File: config.mk
export PLATFORM = sky130hd
export DESIGN_NAME = calc_seq_ctrl_flat
export DESIGN_NICKNAME = d
export VERILOG_FILES = /design/src/rtl/calc_pkg.sv /design/src/rtl/calc_seq_ctrl_if.sv /design/src/rtl/calc_bin2bcd.sv /design/src/rtl/calc_seq_ctrl.sv /design/src/flat_wrapper.sv
export SDC_FILE = /design/constraint.sdc
export NUM_CORES = 1
export LEC_CHECK = 0
export BUFFER_PORTS_ARGS = -buffer_cell sky130_fd_sc_hd__buf_2
export CAP_MARGIN = 20
export CORE_MARGIN = 1
export CORE_UTILIZATION = 50
export DETAILED_ROUTE_END_ITERATION = 8
export PLACE_DENSITY = 0.71
export SYNTH_ARGS = -nofsm -noshare
export SYNTH_HDL_FRONTEND = slang
export SYNTH_SLANG_ARGS = --single-unit
File: constraint.sdc
create_clock -name clk -period 4.8 [get_ports clk]
set_input_delay 0.96 -clock clk [delete_from_list [all_inputs] [get_ports clk]]
set_output_delay 0.96 -clock clk [all_outputs]
set_load 0.02 [all_outputs]
File: src/rtl/calc_pkg.sv
// Shared types and constants for the keypad calculator sequencer.
// Holds sizes, states, op codes, the operand bundle and digit append.
package calc_pkg;

    localparam int DIGITS = 4;
    localparam int BIN_W  = 14;
    localparam int BCD_W  = 4 * DIGITS;
    localparam int CNT_W  = $clog2(DIGITS + 1);

    localparam logic [BCD_W-1:0] ERR_CODE = '1;
    localparam logic [BIN_W-1:0] MAX_VAL  = BIN_W'(10 ** DIGITS - 1);

    typedef enum logic [2:0] {
        ENTER_A,
        ENTER_B,
        EXEC,
        CONV,
        SHOW,
        ERR
    } state_t;

    typedef enum logic [1:0] {
        OP_ADD = 2'b00,
        OP_SUB = 2'b01,
        OP_MUL = 2'b10,
        OP_DIV = 2'b11
    } op_t;

    typedef struct packed {
        logic [BIN_W-1:0] bin;
        logic [BCD_W-1:0] bcd;
        logic [CNT_W-1:0] cnt;
    } operand_t;

    // Append one decimal digit; digits past DIGITS are dropped.
    function automatic operand_t pushDigit(operand_t o, logic [3:0] d);
        operand_t r;
        r = o;
        if (o.cnt < CNT_W'(DIGITS)) begin
            r.bin = o.bin * BIN_W'(10) + BIN_W'(d);
            r.bcd = {o.bcd[BCD_W-5:0], d};
            r.cnt = o.cnt + 1'b1;
        end
        return r;
    endfunction

endpackage

File: src/rtl/calc_seq_ctrl_if.sv
// Key, ALU and display signals of the calculator sequencer.
// master = sequencer side, slave = keypad/ALU/display side.
interface calc_seq_ctrl_if;
    import calc_pkg::*;

    logic             key_vld;
    logic             key_is_num;
    logic             key_is_op;
    logic             key_is_eq;
    logic [3:0]       key_digit;
    logic [1:0]       key_op;
    logic             alu_start;
    logic [1:0]       alu_op;
    logic [BIN_W-1:0] alu_a;
    logic [BIN_W-1:0] alu_b;
    logic             alu_done;
    logic [BIN_W-1:0] alu_res;
    logic             alu_err;
    logic [BCD_W-1:0] disp_bcd;
    logic             disp_load;
    logic             disp_busy;
    logic             err_o;

    modport master (
        input  key_vld, key_is_num, key_is_op, key_is_eq,
        input  key_digit, key_op,
        output alu_start, alu_op, alu_a, alu_b,
        input  alu_done, alu_res, alu_err,
        output disp_bcd, disp_load, err_o,
        input  disp_busy
    );

    modport slave (
        output key_vld, key_is_num, key_is_op, key_is_eq,
        output key_digit, key_op,
        input  alu_start, alu_op, alu_a, alu_b,
        output alu_done, alu_res, alu_err,
        input  disp_bcd, disp_load, err_o,
        output disp_busy
    );

endinterface

File: src/rtl/calc_bin2bcd.sv
// Sequential double-dabble: start loads bin, one shift per cycle.
// Ports: clk, rst (async low), start, bin -> busy, done pulse, bcd.
module calc_bin2bcd
    import calc_pkg::*;
(
    input  logic             clk,
    input  logic             rst,
    input  logic             start,
    input  logic [BIN_W-1:0] bin,
    output logic             busy,
    output logic             done,
    output logic [BCD_W-1:0] bcd
);

    localparam int CW = $clog2(BIN_W + 1);

    logic [BIN_W-1:0] sh;
    logic [BCD_W-1:0] acc;
    logic [BCD_W-1:0] adj;
    logic [CW-1:0]    cnt;
    logic             doneR;

    // Add-3 to every nibble >= 5 before the shift.
    always_comb begin
        adj = acc;
        for (int i = 0; i < DIGITS; i++) begin
            if (acc[4*i +: 4] >= 4'd5) begin
                adj[4*i +: 4] = acc[4*i +: 4] + 4'd3;
            end
        end
    end

    always_ff @(posedge clk or negedge rst) begin
        if (!rst) begin
            sh    <= '0;
            acc   <= '0;
            cnt   <= '0;
            doneR <= 1'b0;
        end else if (start) begin
            sh    <= bin;
            acc   <= '0;
            cnt   <= CW'(BIN_W);
            doneR <= 1'b0;
        end else begin
            doneR <= (cnt == CW'(1));
            if (cnt != '0) begin
                acc <= {adj[BCD_W-2:0], sh[BIN_W-1]};
                sh  <= {sh[BIN_W-2:0], 1'b0};
                cnt <= cnt - 1'b1;
            end
        end
    end

    assign busy = (cnt != '0);
    assign done = doneR;
    assign bcd  = acc;

endmodule

File: src/rtl/calc_seq_ctrl.sv
// Calculator sequencer: operand entry, ALU launch, BCD result, display.
// Ports: clk, rst (async low), bus (master side of calc_seq_ctrl_if).
module calc_seq_ctrl
    import calc_pkg::*;
(
    input  logic     clk,
    input  logic     rst,
    calc_seq_ctrl_if.master bus
);

    state_t           state, nState;
    operand_t         opA, nA;
    operand_t         opB, nB;
    logic [1:0]       aluOp, nOp;
    logic [BIN_W-1:0] resBin, nResBin;
    logic [BCD_W-1:0] resBcd, nResBcd;
    logic [BCD_W-1:0] dispR, dispNext;
    logic             startR, startNext;
    logic             loadR, pending;
    logic             isEq, isOp, isNum;
    logic             convStart, convBusy, convDone;
    logic [BCD_W-1:0] convBcd;

    calc_bin2bcd u_conv (
        .clk   (clk),
        .rst   (rst),
        .start (convStart),
        .bin   (bus.alu_res),
        .busy  (convBusy),
        .done  (convDone),
        .bcd   (convBcd)
    );

    // Key class decode, eq > op > num; bad digits are no event.
    always_comb begin
        isEq  = 1'b0;
        isOp  = 1'b0;
        isNum = 1'b0;
        if (bus.key_vld) begin
            priority case (1'b1)
                bus.key_is_eq:  isEq  = 1'b1;
                bus.key_is_op:  isOp  = 1'b1;
                bus.key_is_num: isNum = (bus.key_digit <= 4'd9);
                default: ;
            endcase
        end
    end

    always_comb begin
        nState    = state;
        nA        = opA;
        nB        = opB;
        nOp       = aluOp;
        nResBin   = resBin;
        nResBcd   = resBcd;
        startNext = 1'b0;
        convStart = 1'b0;
        unique case (state)
            ENTER_A: begin
                if (isOp) begin
                    nOp    = bus.key_op;
                    nB     = '0;
                    nState = ENTER_B;
                end else if (isNum) begin
                    nA = pushDigit(opA, bus.key_digit);
                end
            end
            ENTER_B: begin
                if (isEq) begin
                    startNext = 1'b1;
                    nState    = EXEC;
                end else if (isOp) begin
                    nOp = bus.key_op;
                end else if (isNum) begin
                    nB = pushDigit(opB, bus.key_digit);
                end
            end
            EXEC: begin
                if (bus.alu_done) begin
                    if (bus.alu_err || bus.alu_res > MAX_VAL) begin
                        nState = ERR;
                    end else begin
                        nResBin   = bus.alu_res;
                        convStart = !convBusy;
                        nState    = CONV;
                    end
                end
            end
            CONV: begin
                if (convDone) begin
                    nResBcd = convBcd;
                    nState  = SHOW;
                end
            end
            SHOW, ERR: begin
                if (isNum) begin
                    nA     = pushDigit('0, bus.key_digit);
                    nB     = '0;
                    nOp    = OP_ADD;
                    nState = ENTER_A;
                end else if (isOp && state == SHOW) begin
                    nA.bin = resBin;
                    nA.bcd = resBcd;
                    nA.cnt = CNT_W'(DIGITS);
                    nB     = '0;
                    nOp    = bus.key_op;
                    nState = ENTER_B;
                end
            end
            default: nState = ENTER_A;
        endcase
    end

    // Display owner follows the next state so it updates with the key.
    always_comb begin
        dispNext = '0;
        unique case (nState)
            ENTER_A:          dispNext = nA.bcd;
            ENTER_B, EXEC,
            CONV:             dispNext = nB.bcd;
            SHOW:             dispNext = nResBcd;
            ERR:              dispNext = ERR_CODE;
            default:          dispNext = '0;
        endcase
    end

    always_ff @(posedge clk or negedge rst) begin
        if (!rst) begin
            state   <= ENTER_A;
            opA     <= '0;
            opB     <= '0;
            aluOp   <= OP_ADD;
            resBin  <= '0;
            resBcd  <= '0;
            startR  <= 1'b0;
            dispR   <= '0;
            pending <= 1'b1;
            loadR   <= 1'b0;
        end else begin
            state   <= nState;
            opA     <= nA;
            opB     <= nB;
            aluOp   <= nOp;
            resBin  <= nResBin;
            resBcd  <= nResBcd;
            startR  <= startNext;
            dispR   <= dispNext;
            loadR   <= pending && !bus.disp_busy;
            // A new value re-arms; an unserved one waits out busy.
            pending <= (dispNext != dispR)
                     || (pending && bus.disp_busy);
        end
    end

    assign bus.alu_start = startR;
    assign bus.alu_op    = aluOp;
    assign bus.alu_a     = opA.bin;
    assign bus.alu_b     = opB.bin;
    assign bus.disp_bcd  = dispR;
    assign bus.disp_load = loadR;
    assign bus.err_o     = (state == ERR);

endmodule
File: src/flat_wrapper.sv
// flat-port wrapper written by rule: the top's interface ports become plain ports
module calc_seq_ctrl_flat import calc_pkg::*;
  (clk, rst, bus_key_vld, bus_key_is_num, bus_key_is_op, bus_key_is_eq, bus_key_digit, bus_key_op, bus_alu_start, bus_alu_op, bus_alu_a, bus_alu_b, bus_alu_done, bus_alu_res, bus_alu_err, bus_disp_bcd, bus_disp_load, bus_err_o, bus_disp_busy);
  calc_seq_ctrl_if bus_i ();
  input  logic clk;
  input  logic rst;
  input wire logic [$bits(bus_i.key_vld)-1:0] bus_key_vld;
  input wire logic [$bits(bus_i.key_is_num)-1:0] bus_key_is_num;
  input wire logic [$bits(bus_i.key_is_op)-1:0] bus_key_is_op;
  input wire logic [$bits(bus_i.key_is_eq)-1:0] bus_key_is_eq;
  input wire logic [$bits(bus_i.key_digit)-1:0] bus_key_digit;
  input wire logic [$bits(bus_i.key_op)-1:0] bus_key_op;
  output wire logic [$bits(bus_i.alu_start)-1:0] bus_alu_start;
  output wire logic [$bits(bus_i.alu_op)-1:0] bus_alu_op;
  output wire logic [$bits(bus_i.alu_a)-1:0] bus_alu_a;
  output wire logic [$bits(bus_i.alu_b)-1:0] bus_alu_b;
  input wire logic [$bits(bus_i.alu_done)-1:0] bus_alu_done;
  input wire logic [$bits(bus_i.alu_res)-1:0] bus_alu_res;
  input wire logic [$bits(bus_i.alu_err)-1:0] bus_alu_err;
  output wire logic [$bits(bus_i.disp_bcd)-1:0] bus_disp_bcd;
  output wire logic [$bits(bus_i.disp_load)-1:0] bus_disp_load;
  output wire logic [$bits(bus_i.err_o)-1:0] bus_err_o;
  input wire logic [$bits(bus_i.disp_busy)-1:0] bus_disp_busy;
  assign bus_i.key_vld = bus_key_vld;
  assign bus_i.key_is_num = bus_key_is_num;
  assign bus_i.key_is_op = bus_key_is_op;
  assign bus_i.key_is_eq = bus_key_is_eq;
  assign bus_i.key_digit = bus_key_digit;
  assign bus_i.key_op = bus_key_op;
  assign bus_alu_start = bus_i.alu_start;
  assign bus_alu_op = bus_i.alu_op;
  assign bus_alu_a = bus_i.alu_a;
  assign bus_alu_b = bus_i.alu_b;
  assign bus_i.alu_done = bus_alu_done;
  assign bus_i.alu_res = bus_alu_res;
  assign bus_i.alu_err = bus_alu_err;
  assign bus_disp_bcd = bus_i.disp_bcd;
  assign bus_disp_load = bus_i.disp_load;
  assign bus_err_o = bus_i.err_o;
  assign bus_i.disp_busy = bus_disp_busy;
  calc_seq_ctrl u_core (.clk(clk), .rst(rst), .bus(bus_i));
endmodule
**After elaboration in Yosys (flattened, before gate mapping)**

Cells that the tools add are included.

- Logic and storage cells: 133
- Bits in registers: 155
- Bits of input ports: 29
- Output and inout bits: 49

- Muxes and demuxes: 55
- Order comparisons: 8
- Multipliers: 2
- Bitwise logic cells: 1
- Add/subtract/negate cells: 9
- Reduce and logical (&&, ||, !) cells: 19
- Equal/unequal tests: 21

Operator list:

| operator | count |
|---|---|
| $mux W33 | 12 |
| $pmux W33 S3 | 1 |
| $pmux W33 S2 | 1 |
| $mux W16 | 4 |
| $pmux W16 S4 | 1 |
| $add A14 B4 Y14 | 2 |
| $mul A14 B3 Y13 const B | 2 |
| $mux W14 | 2 |
| $mux W3 | 8 |
| $mux W4 | 5 |
| $ge A4 B3 Y1 const B | 4 |
| $ne A16 B16 Y1 | 1 |
| $mux W1 | 15 |
| $pmux W3 S5 | 1 |
| $gt A14 B14 Y1 const B | 1 |
| $add A4 B2 Y4 const B | 3 |
| $eq A3 B2 Y1 const B | 4 |
| $eq A3 B3 Y1 const B | 4 |
| $ne A2 B1 Y1 const B | 5 |
| $mux W2 | 4 |
| $reduce_and A7 Y1 | 1 |
| $add A3 B1 Y3 const B | 2 |
| $eq A3 B1 Y1 const B | 2 |
| $logic_not A3 Y1 | 2 |
| other kinds (19) | 28 |

**Logic depth before layout (Yosys ltp)**

- Depth after elaboration: 12
- Gate-level depth with buffers: 13
- Mapped depth without buffers: 13

**Modules after synthesis**

From an unflattened synthesis, not the netlist that was laid out.

- Cells, all modules: 923
- Area, all modules: 9211.3 um^2

Modules (own cells, without submodules):

| module | sequential area each (um^2) | cells an instance | times used | area each (um^2) |
|---|---|---|---|---|
| calc_seq_ctrl | 3004.1 | 712 | 1 | 7209.4 |
| calc_bin2bcd | 875.8 | 211 | 1 | 2001.9 |

**Least setup slack after synthesis**

OpenSTA, ideal clock, no wires.

- Kind: input to register
- Start point: in bus_alu_res[7]
- End point: reg u_core.pending
- Stages: 12
- Library setup time: 95 ps
- Arrival time: 3175 ps
- Data required time: 4705 ps
- Setup slack: 1530 ps
- Buffers on the path: 2
- Cell sequence: or4_4 > a2111o_1 > and3_4 > inv_1 > buf_4 > buf_2 > nor4_1 > nor3_1 > xnor2_1 > o2111ai_1 > nor4_1 > nand4_1

- Longest elaborated chain between the ends: 10
- Elaborated cells on any way between the ends: 15
- Classes of those cells: order compare: 1; eq/ne: 6; mux: 4; reduce/logical: 4

RTL lines:

| element | RTL line | text |
|---|---|---|
| from (decl) | flat_wrapper.sv:18 | `input wire logic [$bits(bus_i.alu_res)-1:0] bus_alu_res;` |
| $gt A14 B14 Y1 (*) | calc_seq_ctrl.sv:80 | `if (bus.alu_err \|\| bus.alu_res > MAX_VAL) begin` |
| $logic_or A1 B1 Y1 (*) | calc_seq_ctrl.sv:80 |  |
| $mux W3 (*) | calc_seq_ctrl.sv:80 |  |
| $mux W3 (*) | calc_seq_ctrl.sv:79 | `if (bus.alu_done) begin` |
| $pmux W3 S5 (*) | calc_seq_ctrl.sv:58 | `unique case (state)` |
| net u_core.nState[1] | calc_seq_ctrl.sv:11 | `state_t state, nState;` |
| $eq A3 B1 Y1 / $eq A3 B2 Y1 (equally long branches) | calc_seq_ctrl.sv:117 | `unique case (nState)` |
| $reduce_or A3 Y1 | calc_seq_ctrl.sv:117 |  |
| $pmux W16 S4 (*) | calc_seq_ctrl.sv:117 |  |
| net u_core.dispNext[4] | calc_seq_ctrl.sv:17 | `logic [BCD_W-1:0] dispR, dispNext;` |
| $ne A16 B16 Y1 (*) | calc_seq_ctrl.sv:150 | `pending <= (dispNext != dispR)` |
| $logic_or A1 B1 Y1 (*) | calc_seq_ctrl.sv:151 | `\|\| (pending && bus.disp_busy);` |
| to (signal assigned) | calc_seq_ctrl.sv:150 |  |
| to (decl) | calc_seq_ctrl.sv:19 | `logic loadR, pending;` |

Mark *: on every way through the listed nets, which the timed path passes. The rest lies on a longest branch.
A chain may end at the register's enable or synchronous reset.

**Final worst setup path**

- Start point: in bus_alu_res[7]
- End point: reg u_core.pending

- Longest elaborated chain between the ends: 10
- Elaborated cells on any way between the ends: 15
- Classes of those cells: order compare: 1; eq/ne: 6; mux: 4; reduce/logical: 4

RTL lines:

| element | RTL line |
|---|---|
| $gt A14 B14 Y1 (*) | calc_seq_ctrl.sv:80 |
| $logic_or A1 B1 Y1 (*) | calc_seq_ctrl.sv:80 |
| $mux W3 (*) | calc_seq_ctrl.sv:80 |
| $mux W3 (*) | calc_seq_ctrl.sv:79 |
| $pmux W3 S5 (*) | calc_seq_ctrl.sv:58 |
| $eq A3 B1 Y1 / $eq A3 B2 Y1 (equally long branches) | calc_seq_ctrl.sv:117 |
| $reduce_or A3 Y1 | calc_seq_ctrl.sv:117 |
| $pmux W16 S4 (*) | calc_seq_ctrl.sv:117 |
| net u_core.dispNext[13] | calc_seq_ctrl.sv:17 |
| $ne A16 B16 Y1 (*) | calc_seq_ctrl.sv:150 |
| $logic_or A1 B1 Y1 (*) | calc_seq_ctrl.sv:151 |

Marked as above.

==> impl_metrics.csv <==
group,metric,value,unit
synthesis,async_reset_ff_frac,1.00,
pwr,total_leakage_power,4.82,nW
cells_and_area,seq_area,3880,um^2
setup_path,critPathKind,"input port to flop",
pwr,power_density,643,nW/um^2
timing,max_freq,276,MHz
clock_network,clock_latency,0.43,ns
clock_network,cts_resized,0,
setup_path,worstPathRequired,5.14,ns
worst_hold_path,min_path_cells,2,
cells_and_area,final_cell_mix,"dfrtp_1, nand2_1, buf_2",
global_routing,gr-total-overflow,0,
synthesis,netlist.top_cell.by_area,"dfrtp_1",
setup_path,crit_path_frequent_cell,"nor3_1",
clock_network,tritoncts,"built",
cells_and_area,finalInstanceArea,10200,um^2
routing,vias_per_cell,5.96,
clock_network,cts_setup_buffers,0,
routing,via_count,7354,
synthesis,synth_area_leaders,"dfrtp_1, ha_1, nand2_1",
die,core,17900,um^2
die,die_x,137,um
setup_path,cp-start-kind,"input port",
cells_and_area,diodes,0,
global_routing,top_usage_layer,"met2",
routing,drc,0,
die,die_area,18800,um^2
timing,slew_headroom,0.368,
placed_design,io_buffers,77,
global_routing,grt_use_met3,0.0437,
pwr,switching_share,0.413,
synthesis,syn_nets,1043,
pwr,netSwitchingPower,2.70,mW
die,initial_core_util,0.510,
timing,timing.final.crit_share,0.755,
global_routing,track_usage,0.255,
setup_path,cp_slowest_cell,"or4_4",
cells_and_area,multi_input_area,4690,um^2
die,io_pins,78,
placed_design,placed_cell_area,9540,um^2
clock_network,holdBufCountCts,0,
pwr,p_int,3.84,mW
timing,tightest_slew,0.948,ns
global_routing,grt_start_max_net_pins,102,
cells_and_area,stdcell_count,1233,
die,die_h,137,um
die,core.rowCount,49,
global_routing,grt_use_met2,0.383,
pwr,p_seq_frac,0.332,
routing,drt-pass1-iter-count,5,
timing,setup_viol,0,
synthesis,synth_top_area_frac,0.422,
global_routing,antenna_found_initial,0,
clock_network,cts.sinks,155,
placed_design,gp_congestion,0.888,
timing,drv_slew,0,
synthesis,syn_area,9130,um^2
setup_path,cp-end-kind,"flop",
timing,fin_crit,3.62,ns
global_routing,grt_pass1_wl,36300,um
setup_path,cp_max_fo,20,
worst_hold_path,hold_class,"flop to flop",
setup_path,r2r-end,"u_core.pending$_DFF_PN1_",
pwr,combPwrFrac,0.446,
synthesis,synthFlopType,"dfrtp_1",
setup_path,crit_arrival,3.97,ns
outcome,status,"complete, no violations",
setup_path,timing.rr.start,"u_core.state[2]$_DFF_PN0_",
global_routing,use_met1,0.359,
pwr,p_clk_frac,0.222,
timing,finalHoldViolations,0,
cells_and_area,n_fill_cell,1593,
synthesis,synth_cell_types,78,
cells_and_area,area_growth,11.4,%
timing,holdWs,0.480,ns
setup_path,cp_cell_sequence,"buf_2 > or4_4 > a2111o_1 > and3_4 > inv_1 > nor2_1 > nor3_1 > nor3_1 > xor2_1 > nor4_1 > nand4_1",
pwr,ir_drop,0.352,mV
clock_network,numCtsBuffers,17,
global_routing,grt_pass1_vias,7022,
clock_network,clockRootBuffer,"clkbuf_16",
setup_path,worstSetupStartpoint,"bus_alu_res[7]",
synthesis,ys_ff_latch,155,
timing,fin_skew,0.00718,ns
timing,fin_setup_tns,0,ns
job,cap_violations,0,
cells_and_area,layout_commonest_cell,"dfrtp_1",
cells_and_area,fin_nets,1081,
setup_path,max_stage_delay,0.56,ns
clock_network,clk_pin_slew,0.06,ns
synthesis,ys_seq_area_frac,0.425,
synthesis,syn_area_per_cell,9.58,um^2
setup_path,rrSetupSlack,1.31,ns
clock_network,cts_buffer_depth,2,
setup_path,reg2reg_depth,9,
routing,wl_per_cell,18.4,um
synthesis,synth_cells,953,
synthesis,synth_edf_count,0,
setup_path,worstSetupEndpoint,"u_core.pending$_DFF_PN1_",
worst_hold_path,hp-start,"u_core.bus.alu_op[1]$_DFFE_PN0P_",
cells_and_area,final_core_util,0.568,
routing,final_antenna_net_count,0,
placed_design,hpwl,16000,um
timing,rsz0062_at_grt,"false",
synthesis,yosysWarningCount,0,
routing,routed_wl,22600,um
placed_design,placed_cells,1201,
routing,first_iter_violations,573,
cells_and_area,layout-drive-gt1-share,0.150,
clock_network,htree_levels,4,
==> worst min-delay path by stage <==
stage / to / slack [ns]
2_1_floorplan: u_core.resBin[0]$_DFFE_PN0P_ / 0.45
3_3_place_gp: u_core.bus.alu_op[0]$_DFFE_PN0P_ / 0.46
3_5_place_dp: u_core.resBin[13]$_DFFE_PN0P_ / 0.47
4_1_cts: u_core.resBin[13]$_DFFE_PN0P_ / 0.49
5_1_grt: u_core.bus.alu_b[13]$_DFFE_PN0P_ / 0.51
6_report: u_core.bus.alu_op[1]$_DFFE_PN0P_ / 0.48
==> critical path: cells and delay by family <==
family,cells,cell delay (ns)
buffers and inverters,2,0.57
AO/OA/AOI/OAI,1,0.38
AND/OR/NAND/NOR,7,1.89
XOR/XNOR,1,0.16
==> cell families after synthesis <==
kind of cell             after synthesis  synth area share
AO/OA/AOI/OAI                        265             0.199
AND/OR/NAND/NOR                      286             0.154
XOR/XNOR                              57            0.0577
buffers and inverters                116            0.0626
multiplexers                          13            0.0152
flip-flops                           155             0.425
adder cells (fa/ha/maj)               61            0.0869
==> synth_stat cells, types with 10 or more instances <==
cell type / n
buf_2: 10
xnor2_1: 32
a22oi_1: 23
a32o_1: 12
a31oi_1: 17
nand2_1: 122
xor2_1: 23
ha_1: 57
nor2_1: 41
clkbuf_1: 29
dfrtp_1: 154
a22o_1: 16
inv_1: 39
nand2b_1: 11
a21oi_1: 42
nand3_1: 23
o21ai_0: 72
nor3_1: 21
buf_4: 29
nor4_1: 10
==> cell type report <==
cell class | count | area share
repair buffers | 93 | 0.0515
clock inverters | 11 | 0.0164
clock buffers | 21 | 0.0462
inverters | 42 | 0.0155
well taps | 229 | 0.0282
multi-input cells | 682 | 0.461
flip-flops and latches | 155 | 0.381
==> power by group through the flow <==
stage                     Combinational [mW]  Sequential (mW)  Clock [mW]
after detailed placement                2.87             2.18           0
final                                   2.92             2.17        1.45
after global placement                  2.82             2.18           0
after floorplan                         2.27             2.11           0
after CTS                               2.91             2.17        1.47
after global routing                    3.25             2.23        1.53
==> registers in the layout (all words and copies together) (netlist names) <==
| signal | cells |
|---|---|
| u_core.resBcd | 16 |
| u_core.bus.alu_start | 1 |
| u_core.u_conv.sh | 14 |
| u_core.u_conv.cnt | 4 |
| u_core.bus.disp_load | 1 |
| u_core.bus.alu_a | 14 |
| u_core.opB | 19 |
| u_core.opA | 19 |
| u_core.u_conv.bcd | 16 |
| u_core.bus.disp_bcd | 16 |
| u_core.pending | 1 |
| u_core.bus.alu_b | 14 |
| u_core.resBin | 14 |
| u_core.state | 3 |
| u_core.bus.alu_op | 2 |
| u_core.u_conv.done | 1 |
==> through the flow <==
| step | setup WS, ns | total power [mW] |
|---|---|---|
| floorplan | 1.53 | 4.38 |
| global placement | 0.880 | 5.00 |
| detailed placement | 0.796 | 5.05 |
| CTS | 1.27 | 6.55 |
| global route | 1.01 | 7.00 |
| finish | 1.18 | 6.54 |
==> layer usage <==
layer,routed length [um],share of wire
met4,675,0.030
met2,10100,0.45
met3,1240,0.055
met1,10600,0.47
met5,0,0
(Power assumes the default switching activity.)
